`src/rtl/debounce_pkg.sv`:
```
// Shared constants and helpers for the debouncer family.
package debounce_pkg;

  localparam int unsigned CLOCK_HZ              = 100000000;
  localparam int unsigned DEFAULT_STABLE_CYCLES = 1000000;

  // Convert a stability window in milliseconds to clock_100mhz cycles.
  function automatic int unsigned ms_to_cycles(input int unsigned ms);
    return (CLOCK_HZ / 1000) * ms;
  endfunction

endpackage

```
`src/rtl/debounce_channel.sv`:
```
// One debounce channel: two-flop synchroniser, stability counter, level and edge pulses.
module debounce_channel
  import debounce_pkg::*;
#(
  parameter int unsigned STABLE_CYCLES = DEFAULT_STABLE_CYCLES,
  parameter logic        RESET_LEVEL   = 1'b0
) (
  input  logic clock_100mhz,
  input  logic reset_n,
  input  logic raw,
  output logic level,
  output logic rise,
  output logic fall,
  output logic accept_c
);

  localparam int unsigned CNT_W = $clog2(STABLE_CYCLES);
  localparam logic [CNT_W-1:0] CNT_LAST = CNT_W'(STABLE_CYCLES - 1);

  logic             sync1;
  logic             sync2;
  logic [CNT_W-1:0] cnt;

  // Accept fires when the synchronised input has differed for the full window.
  assign accept_c = (sync2 != level) && (cnt == CNT_LAST);

  always_ff @(posedge clock_100mhz or negedge reset_n) begin
    if (!reset_n) begin
      sync1 <= RESET_LEVEL;
      sync2 <= RESET_LEVEL;
      level <= RESET_LEVEL;
      cnt   <= '0;
      rise  <= 1'b0;
      fall  <= 1'b0;
    end else begin
      sync1 <= raw;
      sync2 <= sync1;
      rise  <= 1'b0;
      fall  <= 1'b0;
      if (sync2 == level) begin
        cnt <= '0;
      end else if (accept_c) begin
        level <= sync2;
        cnt   <= '0;
        rise  <= sync2;
        fall  <= ~sync2;
      end else begin
        cnt <= cnt + CNT_W'(1);
      end
    end
  end

endmodule

```
`src/rtl/debouncer_array.sv`:
```
// Multi-channel debouncer: independent channels plus a shared any_change pulse.
module debouncer_array
  import debounce_pkg::*;
#(
  parameter int unsigned          CHANNELS      = 4,
  parameter int unsigned          STABLE_CYCLES = DEFAULT_STABLE_CYCLES,
  parameter logic [CHANNELS-1:0]  RESET_VALUE   = {CHANNELS{1'b0}}
) (
  input  logic                clock_100mhz,
  input  logic                reset_n,
  input  logic [CHANNELS-1:0] raw,
  output logic [CHANNELS-1:0] debounced,
  output logic [CHANNELS-1:0] rise,
  output logic [CHANNELS-1:0] fall,
  output logic                any_change
);

  logic [CHANNELS-1:0] accept_c;

  for (genvar i = 0; i < CHANNELS; i++) begin : g_ch
    debounce_channel #(
      .STABLE_CYCLES (STABLE_CYCLES),
      .RESET_LEVEL   (RESET_VALUE[i])
    ) u_ch (
      .clock_100mhz (clock_100mhz),
      .reset_n      (reset_n),
      .raw          (raw[i]),
      .level        (debounced[i]),
      .rise         (rise[i]),
      .fall         (fall[i]),
      .accept_c     (accept_c[i])
    );
  end

  // Registered from the accept strobes so it lines up with rise/fall.
  always_ff @(posedge clock_100mhz or negedge reset_n) begin
    if (!reset_n) begin
      any_change <= 1'b0;
    end else begin
      any_change <= |accept_c;
    end
  end

endmodule

```
`config.mk`:
```
export PLATFORM = sky130hd
export DESIGN_NAME = debouncer_array
export DESIGN_NICKNAME = d
export VERILOG_FILES = /design/src/rtl/debounce_pkg.sv /design/src/rtl/debounce_channel.sv /design/src/rtl/debouncer_array.sv
export SDC_FILE = /design/constraint.sdc
export NUM_CORES = 1
export LEC_CHECK = 0
export CELL_PAD_IN_SITES_DETAIL_PLACEMENT = 2
export CELL_PAD_IN_SITES_GLOBAL_PLACEMENT = 2
export CORE_MARGIN = 1.5
export CORE_UTILIZATION = 35
export DETAILED_ROUTE_END_ITERATION = 8
export GPL_TIMING_DRIVEN = 1
export PLACE_DENSITY_LB_ADDON = 0.3
export RECOVER_POWER = 100
export SLEW_MARGIN = 10
export SYNTH_ARGS = -nofsm -noshare
export SYNTH_HDL_FRONTEND = slang
export SYNTH_SLANG_ARGS = --single-unit
```
`constraint.sdc`:
```
create_clock -name clock_100mhz -period 2.9 [get_ports clock_100mhz]
set_clock_uncertainty 0.05 [all_clocks]
set_input_delay 0.29 -clock clock_100mhz [delete_from_list [all_inputs] [get_ports clock_100mhz]]
set_output_delay 0.29 -clock clock_100mhz [all_outputs]
set_load 0.005 [all_outputs]
```
-- Yosys cells after proc, flatten, opt, wreduce, memory -nomap -nowiden
Cells that the tools add are included.
- logic and storage cells: 82
- bits in registers: 101
- bits of input ports: 6
- $add $sub $neg: 4
- bitwise logic cells: 8
- equal/unequal tests: 12
- multiplexer cells: 24
- reduce and logical (&&, ||, !) cells: 9
- operator list (kind ; number):
    2-to-1 mux 20 bit ; 8
    adder 20 x 1 -> 20 bit, second input constant ; 4
    equality test 20 bit, second input constant ; 4
    2-to-1 mux 1 bit ; 16
    NOT 1 bit ; 8
    AND reduction 2 bit ; 4
    equality test 1 bit ; 4
    logical AND 1 bit ; 4
    inequality test 1 bit ; 4
    OR reduction 4 bit ; 1

-- Longest topological paths before layout
Gate-level depths: netlist of run 1.
- depth after elaboration: 4
- mapped depth: 7
- gate-level depth less buffers: 5

-- Hierarchy
A second synthesis of run 1 with hierarchy kept.
- cell total of the unflattened synthesis: 458
- area, all modules: 4757.1 um^2
- modules (own cells, without submodules) (module ; cells an instance ; area an instance (um^2) ; times used):
    debounce_channel ; 114 ; 1181.1 ; 4
    debouncer_array ; 2 ; 32.5 ; 1

-- Least setup slack after synthesis of run 1
OpenSTA, ideal clock, no wires.
- path type: flip-flop to flip-flop
- start point: register g_ch[3].u_ch.cnt[0]
- end point: register g_ch[3].u_ch.cnt[10]
- clock period less this slack: 1963 ps
- stages on the path, launching flop included: 8
- setup slack: 937 ps
- data required time: 2729 ps
- library setup time: 121 ps
- data arrival time: 1792 ps
- path buffers: 2
- path through: dfrtp_1 > ha_1 > nand3_1 > nor4_1 > a21bo_2 > buf_2 > buf_2 > nor2_1
- longest elaborated chain between the ends: 4
- elaborated cells on any way between the ends: 5
- classes of those cells: add/sub: 1; eq/ne: 1; mux: 2; reduce/logical: 1
- ends and longest elaborated chain (item ; line ; text):
    start, declared ; debounce_channel.sv:22 ; logic [CNT_W-1:0] cnt;
    start signal, assigned ; debounce_channel.sv:48 ; cnt <= cnt + CNT_W'(1);
    parallel branches: the longest is 2 deep, another holds adder 20 x 1 -> 20 bit ; -- ;
    2-to-1 mux 20 bit (*) ; debounce_channel.sv:42 ; end else if (accept_c) begin
    2-to-1 mux 20 bit (*) ; debounce_channel.sv:40 ; if (sync2 == level) begin
Mark *: on every way between the ends.
A chain may end at the register's enable or synchronous reset.

-- Final worst setup path of run 1
- start point: register g_ch[3].u_ch.cnt[0]
- end point: register g_ch[3].u_ch.cnt[7]
The elaborated chain is that of the path after synthesis.

==> run metrics, run 1 <==
outcome complete, no violations; Netlist cell types 36; Routed WL roughly 11 mm; Critical R2R Capture g_ch[3].u_ch.cnt[7]$_DFF_PN0_; Critical Path Sink Type flop; clock-pin slew on the worst setup and hold paths 60 ps; Crit Path Class reg2reg; 1st-iter DRT viols around 160; Slew Limit Fails 0; max cap viols 0; TritonRoute pass-1 iters 4; CP startpoint kind flop; Yosys reg bits 101; Final TNS setup 0 ps; hold path cells 0; gr busiest metal met2; yosys warns 0; # resized after CTS 0; RSZ-0062 raised after global routing no; first-pass GRT wire length between 15 and 20 mm; initial core utilization a little over a third; area delta synth->final 12.7%; Pint around 2300 uW; wire length per cell 17.3 um; min cycle time layout 2400 ps; Gate power share under 10%; largest net degree at the start of global routing between 50 and 60; Tot Pwr 2850 uW; share of cells above drive strength 1 between 5 and 6%; core area 13300 um^2; CP max-delay cell nor4_1; # setup viols final 0; clock sink count a little over 100; switching pwr 595 uW; Post-Syn Instances 470; PD cells 527 nW/um^2; cts bufs inserted 9; antenna violations before repair 1; slowest cell delay on critical path 600 ps; number of instances in the placed design 643; post-CTS setup buffers 0; Slew HR 11.7%; sequential share of power between 50% and 60%; Clk Latency, worst-skew pair 350 ps; Syn Nets 480; Clock Root Buffer clkbuf_16; All-Layer GR Usage 17.5%; Via-to-Cell Ratio roughly 5.3; DIE HEIGHT 120 um; CP max FO 19; Static Leak 0.00218 uW; I/O pins 19; fillers 1399; die area 14400 um^2; Final nets 489; Post-synth EDFFs 0; Peak VDD IR ~0.00038 V; gr ovfl total 0; Async SR Flop Fraction 100%; Worst R2R Start g_ch[3].u_ch.cnt[0]$_DFF_PN0_; register area share after synthesis 52.6%; sw frac 20.9%; min setup slack post-route 499 ps; Worst Reg-to-Reg Cells 5; Finished Layout Cells 661; most frequent cells in the layout dfrtp_1 (101), nor2_1 (70), xnor2_1 (41); FMAX about 420 MHz; Synth Flop Type dfrtp_1; CTS tree yes; Bufs on Longest Clock Path 2; width of the die 120 um; Cell Chain, Critical Path ha_1 > nand3_1 > nor4_1 > a21bo_1 > nor2_1; data arrival time of the critical path 2550 ps; met1 track demand over resource 21.2%; Worst Max-Slew Pin Slew 1320 ps; average size of a mapped cell 10.2 um^2; GPL Wtd Cong 0.720; Crit path required time 3050 ps; Critical Path Sink g_ch[3].u_ch.cnt[7]$_DFF_PN0_; met3 Usage GRT 4.85%; routing usage on met2 30.4%; port buffer count 18; Hold WC Path Type reg2reg; row cnt 42; Critical Path Start g_ch[3].u_ch.cnt[0]$_DFF_PN0_; H-tree depth 3; Vias 3478; ANT nets after route 0; most common cell after layout, fill and taps aside dfrtp_1; DR DRC count 0; Post-DP HPWL 7.83 mm; Clk pwr share 46.4%; vias in the first global route 3969; Final period util 82.8%; pre-CTS WS 591 ps; Hold Violations, Final 0; R2R Setup Slk 500 ps; Mapped Area 4800 um^2
critical path, delay by kind of cell (launching register included):
| kind | cells | cell delay, ps |
|---|---|---|
| AOI/OAI and AO/OA | 1 | 580 |
| adders and majority gates | 1 | 210 |
| DFF | 1 | 390 |
| and+or+nand+nor | 3 | 1030 |
power by group through the flow:
stage	clock, uW	sequential, uW	combinational (uW)
3_5_place_dp	0	1470	88.3
4_1_cts	1370	1450	90.4
5_1_grt	1420	1450	97.5
2_1_floorplan	0	1470	41.4
6_report	1320	1450	83.1
3_3_place_gp	0	1470	86.0
kinds of logic after synthesis:
logic type	synth area share (%)
adders and majority gates	1.04
AOI/OAI and AO/OA	5.47
DFF	52.6
and+or+nand+nor	25.1
buffers and inverters	4.43
xor gates and xnor gates	10.4
muxes	0.938
sequential cells by signal, summed over array words and instances (netlist names):
register / count
g_ch.u_ch.fall: 4
g_ch.u_ch.cnt: 80
any_change: 1
g_ch.u_ch.level: 4
g_ch.u_ch.sync2: 4
g_ch.u_ch.sync1: 4
g_ch.u_ch.rise: 4
per-stage QoR:
| stage | instance area [um^2] | utilization (%) | hold slack (ps) |
|---|---|---|---|
| 2_1_floorplan | 4800 | - | -55.6 |
| 3_3_place_gp | 5080 | 38.2 | 281 |
| 3_5_place_dp | 5080 | 38.2 | 287 |
| 4_1_cts | 5420 | 40.7 | 302 |
| 5_1_grt | 5410 | 40.7 | 314 |
| 6_report | 5410 | 40.7 | 300 |
final cells by class:
class / instances / area (um^2) / share of cell area, %
clock inverters: 3 / 67.6 / 1.25
clock buffers: 13 / 260 / 4.81
multi-input cells: 330 / 2060 / 38.1
inverters: 15 / 56.3 / 1.04
well taps: 176 / 220 / 4.07
flip-flops and latches: 101 / 2530 / 46.7
repair buffers: 22 / 216 / 4.00
diodes: 1 / 2.50 / 0.0462
Yosys cell counts (all sizes together), types with 3 or more instances:
cell type,n,area [um^2]
nand4,19,131
dfrtp,101,2530
mux2,4,45.0
ha,4,50.1
and4b,3,30.0
nor3b,9,67.6
inv,15,56.3
o31ai,8,60.1
buf,21,145
nor4,16,100
or3,9,56.3
xor2,16,140
and3,8,50.1
a21bo,5,50.1
nor3,11,55.1
nand3,26,135
o21ai,8,40.0
nand3b,3,22.5
xnor2,41,359
nor2,70,263
or4,12,90.1
nand2,23,86.3
clkbuf,3,11.3
a21oi,19,95.1
and4,6,52.6
per-layer routing:
metal / part of all wire [%] / wire length, um
met5: 0 / 0
met4: 1.1 / 127
met3: 2.9 / 336
met2: 50 / 5690
met1: 46 / 5270
how the worst min path moves through the flow:
| stage | slack [ps] | from | endpoint |
|---|---|---|---|
| 3_3_place_gp | 280 | g_ch[3].u_ch.sync1$_DFF_PN0_ | g_ch[3].u_ch.sync2$_DFF_PN0_ |
| 4_1_cts | 300 | g_ch[3].u_ch.sync1$_DFF_PN0_ | g_ch[3].u_ch.sync2$_DFF_PN0_ |
| 3_5_place_dp | 290 | g_ch[3].u_ch.sync1$_DFF_PN0_ | g_ch[3].u_ch.sync2$_DFF_PN0_ |
| 6_report | 300 | g_ch[3].u_ch.sync1$_DFF_PN0_ | g_ch[3].u_ch.sync2$_DFF_PN0_ |
| 2_1_floorplan | -60 | reset_n | any_change$_DFF_PN0_ |
| 5_1_grt | 310 | g_ch[2].u_ch.sync1$_DFF_PN0_ | g_ch[2].u_ch.sync2$_DFF_PN0_ |
what timing repair did:
action,CTS,global route
endpoints found under the setup margin,0,0
endpoints found under the hold margin,50,0
hold buffers,1,0
(Power assumes the default switching activity.)
==> run 2: changes to the inputs <==
Clock period 2.9 ns to 2.3 ns, I/O delays scaled along.
==> run 2 against run 1 <==
Effect of this change:
- cell count up 1.1%
- via count increased by 0.83%
- sequential share of layout area decreased by 0.097 points
- critical path depth unchanged
- combinational power rose by 28%
- critical endpoint is now g_ch[3].u_ch.cnt[4]$_DFF_PN0_
==> run metrics, run 2 (same netlist as run 1, synthesis figures left out) <==
Critical Path Sink Type flop (unchanged); most common cell after layout, fill and taps aside dfrtp_1 (unchanged); Clk pwr share 42.7% (was 46.4%); register area 2530 um^2 (unchanged); first-pass GRT wire length 19.9 mm (about the same); Pint 2590 uW (was 2260 uW); port buffer count 18 (unchanged); hold path cells 0 (unchanged); Via-to-Cell Ratio 5.25 (was 5.26); Hold WC Path Type reg2reg (unchanged); RSZ-0062 raised after global routing no (unchanged); number of instances in the placed design 650 (was 643); Finished Layout Cells 668 (was 661); CTS tree yes (unchanged); multi-input logic area 2080 um^2 (was 2060 um^2); width of the die 120 um (unchanged); data arrival time of the critical path 2230 ps (was 2550 ps); initial core utilization 36.1% (unchanged); core area 13300 um^2 (unchanged); max reg flops 80 (unchanged); Worst Reg-to-Reg Cells 5 (unchanged); Vias 3507 (was 3478); Gate power share 3.2% (was 2.9%); Slew Limit Fails 0 (unchanged); DR DRC count 0 (unchanged); sw frac 22.9% (was 20.9%); sequential share of power 54.2% (was 50.7%); min setup slack post-route 241 ps (was 499 ps); R2R Setup Slk 240 ps (was 500 ps); gr ovfl total 0 (unchanged); post-CTS setup buffers 0 (unchanged); share of cells above drive strength 1 8.96% (was 5.99%); TritonRoute pass-1 iters 4 (unchanged); All-Layer GR Usage 17.7% (was 17.5%); # setup viols final 0 (unchanged); Peak VDD IR 0.000424 V (was 0.000375 V); switching pwr 769 uW (was 595 uW); Crit path required time 2470 ps (was 3050 ps); Most flops, register g_ch.u_ch.cnt (unchanged); outcome complete, no violations (unchanged); ANT nets after route 0 (unchanged); worst hold path endpoint g_ch[1].u_ch.sync2$_DFF_PN0_ (was g_ch[3].u_ch.sync2$_DFF_PN0_); fillers 1399 (unchanged); largest net degree at the start of global routing 49 (was 52); Crit Path Class reg2reg (unchanged); cts bufs inserted 9 (unchanged); H-tree depth 3 (unchanged); PD cells 620 nW/um^2 (was 527 nW/um^2); CP max FO 19 (unchanged); Tot Pwr 3360 uW (was 2850 uW); Worst R2R Start g_ch[3].u_ch.cnt[0]$_DFF_PN0_ (unchanged); Bufs on Longest Clock Path 2 (unchanged); hold_sp g_ch[1].u_ch.sync1$_DFF_PN0_ (was g_ch[3].u_ch.sync1$_DFF_PN0_); GPL Wtd Cong 0.719 (was 0.720); Critical R2R Capture g_ch[3].u_ch.cnt[4]$_DFF_PN0_ (was g_ch[3].u_ch.cnt[7]$_DFF_PN0_); antenna violations before repair 1 (unchanged); area delta synth->final 12.9% (was 12.7%); Clk Latency, worst-skew pair 350 ps (about the same); I/O pins 19 (unchanged); Worst Max-Slew Pin Slew 953 ps (was 1320 ps); Hold Violations, Final 0 (unchanged); clock sink count 101 (unchanged); Final period util 89.5% (was 82.8%); Final TNS setup 0 ps (unchanged); wire length per cell 17.1 um (was 17.3 um); CP startpoint kind flop (unchanged); most frequent cells in the layout dfrtp_1 (101), nor2_1 (70), xnor2_1 (41) (unchanged); die area 14400 um^2 (unchanged); Clock Root Buffer clkbuf_16 (unchanged); min cycle time layout 2060 ps (was 2400 ps); FMAX 486 MHz (was 417 MHz); Slew HR 36.5% (was 11.7%); clock-pin slew on the worst setup and hold paths 70 ps (was 60 ps); max cap viols 0 (unchanged); Final nets 496 (was 489); vias in the first global route 3916 (was 3969); Routed WL 11.4 mm (about the same); DIE HEIGHT 120 um (unchanged); 1st-iter DRT viols 119 (was 162); pre-CTS WS 91.5 ps (was 591 ps); Post-DP HPWL 7.92 mm (was 7.83 mm); row cnt 42 (unchanged); Static Leak 0.00217 uW (was 0.00218 uW)
[run 2: how the worst max path moves through the flow]
stage                                  startpoint                        endpoint  slack (ps)  cells past startpoint
finish              g_ch[3].u_ch.cnt[0]$_DFF_PN0_   g_ch[3].u_ch.cnt[4]$_DFF_PN0_         240                      5
detailed placement  g_ch[3].u_ch.cnt[0]$_DFF_PN0_  g_ch[3].u_ch.cnt[14]$_DFF_PN0_          90                      5
floorplan           g_ch[3].u_ch.cnt[0]$_DFF_PN0_  g_ch[3].u_ch.cnt[10]$_DFF_PN0_         340                      7
global route        g_ch[3].u_ch.cnt[0]$_DFF_PN0_   g_ch[3].u_ch.cnt[4]$_DFF_PN0_          60                      5
CTS                 g_ch[3].u_ch.cnt[0]$_DFF_PN0_   g_ch[3].u_ch.cnt[4]$_DFF_PN0_          60                      5
global placement    g_ch[3].u_ch.cnt[0]$_DFF_PN0_  g_ch[3].u_ch.cnt[14]$_DFF_PN0_         180                      5
[run 2: metal layers]
metal | GRT usage [%] | routed length [um] | vias up
li1 | - | - | 1672
met1 | 21.5 | 5190 | 1795
met2 | 30.8 | 5750 | 30
met3 | 4.90 | 336 | 10
met4 | 4.91 | 138 | 0
met5 | 0 | 0 | -
[run 2: final cells by class]
class,instances,area share (%)
Inverter,15,1.04
Clock buffer,11,4.47
Antenna cell,1,0.0461
Timing Repair Buffer,29,4.75
Multi-Input combinational cell,330,38.4
Tap cell,176,4.06
Sequential cell,101,46.6
Clock inverter,5,0.669
[run 2: metrics by stage]
stage | instance area, um^2 | hold slack, ps | utilization [%]
finish | 5430 | 301 | 40.8
global placement | 5130 | 185 | 38.6
CTS | 5420 | 262 | 40.8
global route | 5420 | 318 | 40.8
detailed placement | 5130 | 190 | 38.6
floorplan | 4800 | -116 | -
[run 2: power groups by stage]
stage	clock network, uW	logic [uW]	registers, uW
2_1_floorplan	0	52.2	1850
3_3_place_gp	0	111	1850
3_5_place_dp	0	115	1860
4_1_cts	1500	117	1820
5_1_grt	1560	125	1830
6_report	1430	106	1820
[run 2: what timing repair did]
action                                  4_1_cts  5_1_grt
hold buffers                                  1        0
endpoints found under the hold margin        33        0
resized for setup                             0        3
endpoints found under the setup margin        0       44
[run 2: critical path, cell delays in order, from the launching register on]
cell and delay (ps):
dfrtp_1 390, ha_1 200, nand3_1 240, nor4_2 470, a21bo_2 450, nor2_1 120
==> run 3: changes to the inputs <==
Settings changed: ABC_AREA set to 1, CTS_CLUSTER_DIAMETER set to 30, SKIP_CTS_REPAIR_TIMING set to 1.
==> run 3 against run 2 <==
Effect of this change:
- cell area grew 8.3%
- routed wire length grew 29%
- largest power group unchanged
- die area rose by 11%
- first-iteration DRC count increased by 18%
- register-to-register slack gained 210 ps
- critical endpoint is now g_ch[2].u_ch.cnt[17]$_DFF_PN0_
- non-clock buffer count decreased by 6
==> run metrics, run 3 <==
outcome complete, no violations (unchanged); Gate power share 3.8% (was 3.2%); Clock Root Buffer clkbuf_16 (unchanged); Yosys reg bits 101 (unchanged); CTS tree yes (unchanged); Hold Violations, Final 0 (unchanged); Vias 4354 (was 3507); average size of a mapped cell 7.93 um^2 (was 10.2 um^2); DR DRC count 0 (unchanged); vias in the first global route 4912 (was 3916); Via-to-Cell Ratio 4.94 (was 5.25); pre-CTS WS 599 ps (was 91.5 ps); Mapped Area 5350 um^2 (was 4800 um^2); most used cell, CP nor2_1; min cycle time layout 1850 ps (was 2060 ps); Slew HR 21.7% (was 36.5%); # setup viols final 0 (unchanged); clock sink count 101 (unchanged); n_diodes 0 (was 1); Synth Flop Type dfrtp_1 (unchanged); Clk Latency, worst-skew pair 360 ps (was 350 ps); GPL Wtd Cong 0.812 (was 0.719); switching pwr 804 uW (was 769 uW); count leader, synth nor2_1 (was dfrtp_1); yosys warns 0 (unchanged); most common cell after layout, fill and taps aside nor2_1 (was dfrtp_1); wire length per cell 16.7 um (was 17.1 um); Post-Syn Instances 674 (was 470); Post-synth top cells nor2_1 (159), nand2_1 (144), dfrtp_1 (101) (was dfrtp_1 (101), nor2_1 (70), xnor2_1 (41)); Crit Path Class reg2reg (unchanged); first-pass GRT wire length 25.1 mm (was 19.9 mm); Pint 2590 uW (about the same); Async SR Flop Fraction 100% (unchanged); initial core utilization 36.4% (was 36.1%); Peak VDD IR 0.000368 V (was 0.000424 V); sw frac 23.7% (was 22.9%); R2R Setup Slk 450 ps (was 240 ps); Static Leak 0.00260 uW (was 0.00217 uW); All-Layer GR Usage 20.2% (was 17.7%); register area 2530 um^2 (unchanged); FMAX 540 MHz (was 486 MHz); Netlist cell types 29 (was 36); ANT nets after route 0 (unchanged); Top delay family on crit path simple AND/OR/NAND/NOR gates (unchanged); DIE HEIGHT 127 um (was 120 um); width of the die 127 um (was 120 um); Cell Chain, Critical Path ha_1 > nand3_1 > nor2_1 > nand3_2 > nand2_1 > nor2_1 (was ha_1 > nand3_1 > nor4_2 > a21bo_2 > nor2_1); worst path bufs/invs 0 (unchanged); data arrival time of the critical path 2050 ps (was 2230 ps); Post-DP HPWL 11.1 mm (was 7.92 mm); multi-input logic area 2370 um^2 (was 2080 um^2); Most flops, register g_ch.u_ch.cnt (unchanged); antenna violations before repair 1 (unchanged); Crit path required time 2500 ps (was 2470 ps); Slew Limit Fails 0 (unchanged); I/O pins 19 (unchanged); clock-pin slew on the worst setup and hold paths 70 ps (about the same); row cnt 44 (was 42); sequential share of power 53.6% (was 54.2%); die area 16000 um^2 (was 14400 um^2); CP max-delay cell dfrtp_1 (was nor4_2); share of cells above drive strength 1 7.75% (was 8.96%); port buffer count 18 (unchanged); register area share after synthesis 47.3% (was 52.6%); Hold WC Path Type reg2reg (unchanged); most frequent cells in the layout nor2_1 (166), nand2_1 (148), dfrtp_1 (101) (was dfrtp_1 (101), nor2_1 (70), xnor2_1 (41)); RSZ-0062 raised after global routing no (unchanged); Bufs on Longest Clock Path 2 (unchanged); Post-synth EDFFs 0 (unchanged); Final period util 80.5% (was 89.5%); 1st-iter DRT viols 141 (was 119); area delta synth->final 9.90% (was 12.9%); fillers 1691 (was 1399); min setup slack post-route 449 ps (was 241 ps); gr ovfl total 0 (unchanged); max reg flops 80 (unchanged); core area 14700 um^2 (was 13300 um^2); slowest cell delay on critical path 410 ps (was 470 ps); PD cells 577 nW/um^2 (was 620 nW/um^2); TritonRoute pass-1 iters 4 (unchanged); largest net degree at the start of global routing 42 (was 49); Syn Nets 684 (was 480); Synth area leaders dfrtp_1 (47%), nor2_1 (11%), nand2_1 (10%) (was dfrtp_1 (53%), xnor2_1 (7.5%), nor2_1 (5.5%)); top cell type's share of synthesized area 47.3% (was 52.6%); max cap viols 0 (unchanged); Worst Max-Slew Pin Slew 1170 ps (was 953 ps); H-tree depth 3 (unchanged); Clk pwr share 42.6% (was 42.7%); CP max FO 12 (was 19); Final TNS setup 0 ps (unchanged); CP startpoint kind flop (unchanged); Critical Path Sink Type flop (unchanged); largest area contributor in the netlist dfrtp_1 (unchanged); Routed WL 14.7 mm (was 11.4 mm); Final nets 703 (was 496); cts bufs inserted 9 (unchanged)
-- run 3: metal layers --
metal	track usage [%]	share of wire [%]	up-vias
li1	-	-	2109
met1	24.3	44	2181
met2	36.0	51	41
met3	4.56	2.4	21
met4	6.63	2.1	2
met5	0	0.088	-
-- run 3: worst paths after layout --
check,start,end,cells past startpoint
min in group asynchronous,reset_n,g_ch[3].u_ch.cnt[12]$_DFF_PN0_,2
setup / recovery,g_ch[2].u_ch.cnt[0]$_DFF_PN0_,g_ch[2].u_ch.cnt[17]$_DFF_PN0_,6
hold / removal,g_ch[1].u_ch.sync1$_DFF_PN0_,g_ch[1].u_ch.sync2$_DFF_PN0_,0
max in group asynchronous,reset_n,g_ch[1].u_ch.cnt[17]$_DFF_PN0_,3
setup reg to reg,g_ch[2].u_ch.cnt[0]$_DFF_PN0_,g_ch[2].u_ch.cnt[17]$_DFF_PN0_,6
hold reg to reg,g_ch[1].u_ch.sync1$_DFF_PN0_,g_ch[1].u_ch.sync2$_DFF_PN0_,0
-- run 3: logic make-up after synthesis --
family | synth area share [%]
buffers and inverters | 6.98
AND/OR/NAND/NOR | 35.7
XOR/XNOR | 7.21
adder cells (fa/ha/maj) | 0.936
flip-flops | 47.3
AO/OA/AOI/OAI | 1.87
-- run 3: area by class of cell --
cell class / count / area share [%]
Timing Repair Buffer: 23 / 3.77
Clock buffer: 11 / 4.13
Clock inverter: 4 / 0.426
Multi-Input combinational cell: 490 / 40.4
Tap cell: 184 / 3.92
Sequential cell: 101 / 43.0
Inverter: 68 / 4.35
-- run 3: worst reg2reg max path: cells and delay by family, from the launching register on --
| family | cells | cell delay (ps) |
|---|---|---|
| flops | 1 | 410 |
| simple gates | 5 | 1090 |
| fa+ha+maj | 1 | 210 |
-- run 3: metrics by stage --
stage | hold WS (ps) | utilization [%] | cell area [um^2] | total power [uW] | std cells
floorplan | -116 | - | 5350 | 1910 | 674
global placement | 217 | 38.6 | 5680 | 1980 | 865
detailed placement | 230 | 38.6 | 5680 | 1990 | 865
CTS | -161 | 40.4 | 5950 | 3460 | 880
global route | 320 | 40.0 | 5870 | 3520 | 881
finish | 307 | 40.0 | 5870 | 3390 | 881
-- run 3: power by group through the flow --
stage	combinational, uW	sequential [uW]	clock, uW
after global routing	151	1820	1540
after CTS	139	1820	1500
after floorplan	60.4	1850	0
after detailed placement	138	1850	0
final	128	1820	1450
after global placement	129	1850	0
